<file path="src/rtl/regfile_param.sv">
// Parameterised register file with two combinational read ports, optional
// write-to-read forwarding, optional hardwired-zero register 0 and a clear
// sequencer that zeroes the whole file one entry per cycle.
//
// Write handshake: a write is taken at a rising edge when wr_en=1 and
// wr_ready=1 in that cycle. wr_ready drops only while the sequencer is
// clearing. A write presented with wr_ready=0 is dropped, not held.
module regfile_param #(
    parameter int DATA_W  = 8,
    parameter int ADDR_W  = 4,
    parameter int BYPASS  = 1,
    parameter int ZERO_R0 = 0
) (
    input  logic              clk,
    input  logic              rst_n,
    input  logic              wr_en,
    input  logic [ADDR_W-1:0] wr_sel,
    input  logic [DATA_W-1:0] wr_data,
    output logic              wr_ready,
    input  logic [ADDR_W-1:0] a_sel,
    input  logic [ADDR_W-1:0] b_sel,
    output logic [DATA_W-1:0] a_data,
    output logic [DATA_W-1:0] b_data,
    output logic [DATA_W-1:0] rtop_data,
    input  logic              clr_req,
    output logic              clr_busy,
    output logic              clr_done,
    output logic [1:0]        seq_state
);

    localparam int DEPTH = 1 << ADDR_W;

    typedef enum logic [1:0] {
        IDLE  = 2'd0,
        CLEAR = 2'd1,
        DONE  = 2'd2
    } seq_t;

    seq_t              state_q, state_d;
    logic [ADDR_W-1:0] cnt_q, cnt_d;
    logic [DATA_W-1:0] regs [DEPTH];
    logic              write_fire;
    logic              write_kept;

    assign write_fire = wr_en & wr_ready;
    // With a hardwired-zero R0 the write to index 0 is accepted but never stored.
    assign write_kept = write_fire & ~((ZERO_R0 != 0) && (wr_sel == '0));

    // Sequencer state and clear-index register.
    always_ff @(posedge clk or negedge rst_n) begin
        if (!rst_n) begin
            state_q <= IDLE;
            cnt_q   <= '0;
        end else begin
            state_q <= state_d;
            cnt_q   <= cnt_d;
        end
    end

    // Sequencer next state and status outputs; requests outside IDLE are ignored.
    always_comb begin
        state_d  = state_q;
        cnt_d    = cnt_q;
        clr_busy = 1'b0;
        clr_done = 1'b0;
        case (state_q)
            IDLE: begin
                if (clr_req) begin
                    state_d = CLEAR;
                    cnt_d   = '0;
                end
            end
            CLEAR: begin
                clr_busy = 1'b1;
                if (cnt_q == ADDR_W'(DEPTH - 1)) begin
                    state_d = DONE;
                end else begin
                    cnt_d = cnt_q + ADDR_W'(1);
                end
            end
            DONE: begin
                clr_done = 1'b1;
                state_d  = IDLE;
            end
            default: begin
                state_d = IDLE;
                cnt_d   = '0;
            end
        endcase
    end

    assign wr_ready  = ~clr_busy;
    assign seq_state = state_q;

    // Register storage: clearing owns the file while active, otherwise writes land.
    always_ff @(posedge clk or negedge rst_n) begin
        if (!rst_n) begin
            for (int i = 0; i < DEPTH; i++) begin
                regs[i] <= '0;
            end
        end else if (state_q == CLEAR) begin
            regs[cnt_q] <= '0;
        end else if (write_kept) begin
            regs[wr_sel] <= wr_data;
        end
    end

    // Read port A: zero-mask beats forwarding, forwarding beats stored data.
    always_comb begin
        a_data = regs[a_sel];
        if ((ZERO_R0 != 0) && (a_sel == '0)) begin
            a_data = '0;
        end else if ((BYPASS != 0) && write_fire && (wr_sel == a_sel)) begin
            a_data = wr_data;
        end
    end

    // Read port B: same priority as port A.
    always_comb begin
        b_data = regs[b_sel];
        if ((ZERO_R0 != 0) && (b_sel == '0)) begin
            b_data = '0;
        end else if ((BYPASS != 0) && write_fire && (wr_sel == b_sel)) begin
            b_data = wr_data;
        end
    end

    // Top register is always shown as stored, never forwarded.
    assign rtop_data = regs[DEPTH-1];

endmodule

</file>
<file path="config.mk">
export PLATFORM = sky130hd
export DESIGN_NAME = regfile_param
export DESIGN_NICKNAME = d
export VERILOG_FILES = /design/src/rtl/regfile_param.sv
export SDC_FILE = /design/constraint.sdc
export NUM_CORES = 1
export LEC_CHECK = 0
export ABC_AREA = 1
export CORE_MARGIN = 8
export CORE_UTILIZATION = 58
export DETAILED_ROUTE_END_ITERATION = 6
export PLACE_DENSITY = 0.78
export SYNTH_ARGS = -nofsm -noshare
export SYNTH_HDL_FRONTEND = slang
export SYNTH_SLANG_ARGS = --single-unit
</file>
<file path="constraint.sdc">
create_clock -name clk -period 2.1 [get_ports clk]
set_input_delay 0.42 -clock clk [delete_from_list [all_inputs] [get_ports clk]]
set_output_delay 0.42 -clock clk [all_outputs]
set_load 0.01 [all_outputs]
</file>
==> flow_summary.yaml <==
status:
  status: "finished with violations"
  violations: "negative setup slack"
die:
  die_area_sq_um: 18700
  fp.dieW_um: 137
  start_util: 0.588
  ioPinCount: 53
  core_sq_um: 14400
  core.rowCount: 44
  die-height_um: 137
clocking:
  cts_buffer_count: 17
  ctsLongestPathBuffers: 2
  buffer_cell_driving_the_clock_tree_root: "sky130_fd_sc_hd__clkbuf_16"
  cts.reportedPaths.clkPinSlew_ps: 60
  cts_tree: "built"
  cts_max_level: 4
  clk-insertion-delay-late_ps: 430
  clock_sink_count: 134
power_and_ir_drop:
  net-switching-power_mw: 4.01
  switching_fraction: 0.364
  p_int_mw: 7.02
  power_mw: 11.0
  register_share_of_total_power: 0.320
  leakagePower_nw: 5.58
  peakVddDrop_v: 0.000858
  cellPowerDensity_nw_per_um2: 1020
  pwr-share-comb: 0.364
  clock_power_share: 0.315
worst_setup_path:
  critPathArrivalTime_ps: 1810
  worstSetupStartpoint: "seq_state[1]$_DFFE_PN0P_"
  worst-setup-path-type: "flop to output pin"
  worst_setup_path_start_kind: "flop"
  r2r_setup_slack_ps: 380
  endpoint: "clr_busy"
  critPathMaxFanout: 20
  worstReg2RegStart: "cnt_q[1]$_DFFE_PN0P_"
  rr_worst_depth: 8
  cp.required_ps: 1680
  timing.critical_path.cells: "nor2_4 -> buf_4 -> clkdlybuf4s50_1"
  worstSetupEndpointType: "output pin"
  cpMaxStageDelayCell: "sky130_fd_sc_hd__clkdlybuf4s50_1"
  rr_endpoint: "cnt_q[3]$_DFFE_PN0P_"
  delay_contributed_by_the_slowest_stage_of_the_critical_path_ps: 570
yosys:
  synth_largest_type_area_fraction: 0.397
  syn_area_sq_um: 8450
  avgSynthCellArea_sq_um: 7.32
  synth.lib_cells_used.distinct: 30
  synth.ff_latch_count: 134
  synth_top_cells_by_area: "sky130_fd_sc_hd__dfrtp_1 (40%), sky130_fd_sc_hd__nand2_1 (15%), sky130_fd_sc_hd__nand3_1 (15%)"
  synthCells: 1155
  synth_seq_area_share: 0.397
  netlist.top_cell.by_area: "sky130_fd_sc_hd__dfrtp_1"
  ys.warnings.count: 0
  syn_nets: 1185
finish:
  fillCellCount: 1051
  final_core_utilization: 0.750
  finish.net_count: 1290
  layout_commonest_cell: "sky130_fd_sc_hd__nand2_1"
  final_cell_mix: "sky130_fd_sc_hd__nand2_1 (325), sky130_fd_sc_hd__nand3_1 (221), sky130_fd_sc_hd__inv_1 (152)"
  area_growth_pct: 27.6
  num_antenna_cells: 0
  post_route_cells_drive_above_1_share: 0.196
  layout.cell_area.non_filler_sq_um: 10800
grt:
  grt_residual_overflow: 0
  first_global_vias: 8692
  grt_first_pass_wirelength_um: 48400
  grt_start_max_net_pins: 47
  antenna_found_initial: 0
  groute.usage.overall: 0.342
drt:
  detailroute.via_count: 9011
  final_wirelength_um: 31100
  drt-wirelength-per-cell_um: 21.3
  drt-initial-drc-count: 1663
  drt_drc_violations_left: 0
  route.antenna.remaining_nets: 0
  drtPass1Iterations: 7
  via_per_inst: 6.18
timing:
  grt_setup_unrepaired: "true"
  finalCritPeriodShare: 1.06
  max_clock_freq_ghz: 0.447
  max_slew.worst_pin.slew_ps: 447
  maxSlewHeadroom: 0.702
  tns_ps: -1680
  hold_viol: 0
  min_period_ps: 2230
  number_of_pins_with_negative_max_slew_slack_in_the_final_report: 0
  setup_viol_count_final: 17
  fin_worst_skew_ps: 10.6
  setup_ws_ps: -135
place:
  placement.cell_area_sq_um: 9740
  hpwl_detailed_um: 21300
  port-buffer-count: 52
  dp_worst_setup_slack_ps: -728
  place_congestion: 1.03
run:
  cap_violations: 0
hold_path:
  hold_class: "input pin to async pin"
final cells by class:
cell class | count | area [sq um] | area share
multi-input combinational | 790 | 4300 | 0.399
clock inverter | 11 | 220 | 0.0204
inverter | 162 | 629 | 0.0584
clock buffer | 21 | 460 | 0.0427
tap | 184 | 230 | 0.0214
sequential | 134 | 3350 | 0.311
timing repair buffer | 155 | 1580 | 0.147
registers in the layout, summed over array words and instances (netlist names):
register   flops
seq_state      2
cnt_q          4
regs         120
rtop_data      8
power by group through the flow:
stage	clock [mW]	combinational (mW)	sequential, mW
floorplan	0	2.54	3.50
finish	3.48	4.02	3.53
detailed placement	0	3.78	3.56
CTS	3.47	3.87	3.52
global route	3.59	4.36	3.59
global placement	0	3.73	3.53
per-stage QoR:
step                      hold WS [ps]  std cells
after global routing               539       1457
after global placement             374       1413
final                              500       1457
after floorplan                    124       1155
after detailed placement           376       1413
after CTS                          499       1455
per-layer routing:
layer  track usage  wire length [um]  up-vias  share of wire
li1              -                 -     4007              -
met1         0.445             12000     4144           0.39
met2         0.513             13600      707           0.44
met3        0.0870              3650      153           0.12
met4         0.180              1820        0          0.059
met5             0                 0        -              0
worst min path at each step:
| stage | startpoint | end | cells past startpoint |
|---|---|---|---|
| 2_1_floorplan | rst_n | cnt_q[0]$_DFFE_PN0P_ | 0 |
| 3_3_place_gp | rst_n | seq_state[1]$_DFFE_PN0P_ | 1 |
| 3_5_place_dp | rst_n | regs[54]$_DFFE_PN0P_ | 1 |
| 4_1_cts | rst_n | regs[54]$_DFFE_PN0P_ | 2 |
| 5_1_grt | rst_n | regs[54]$_DFFE_PN0P_ | 2 |
| 6_report | rst_n | regs[54]$_DFFE_PN0P_ | 2 |
logic make-up (layout without fill, tap and decap cells):
logic type      after synthesis  count (layout)  synth area share
buf+inv                     231             349             0.116
simple gates                640             640             0.359
xor+xnor                      5               5           0.00518
flops                       134             134             0.397
compound gates              139             139             0.114
fa+ha+maj                     6               6           0.00888
repair_timing:
action	CTS	global route
hold buffers	1	0
cloned	4	0
endpoints found under the setup margin	18	18
endpoints found under the hold margin	43	0
pin swaps	14	14
resized for setup	126	17
setup buffers	5	2
Yosys cell counts (all sizes together):
| master | number |
|---|---|
| a21oi | 3 |
| buf | 46 |
| clkbuf | 23 |
| clkinv | 2 |
| dfrtp | 134 |
| ha | 6 |
| inv | 160 |
| nand2 | 364 |
| nand3 | 250 |
| nor2 | 25 |
| nor3 | 1 |
| o21ai | 3 |
| o22ai | 132 |
| o31ai | 1 |
| xnor2 | 2 |
| xor2 | 3 |
worst max-delay path, delay by kind of cell, from the launching register on:
kind / cells / cell delay [ps]
buf+inv: 2 / 810
flops: 1 / 410
simple gates: 1 / 160
Power figures use the tool's default switching activity.
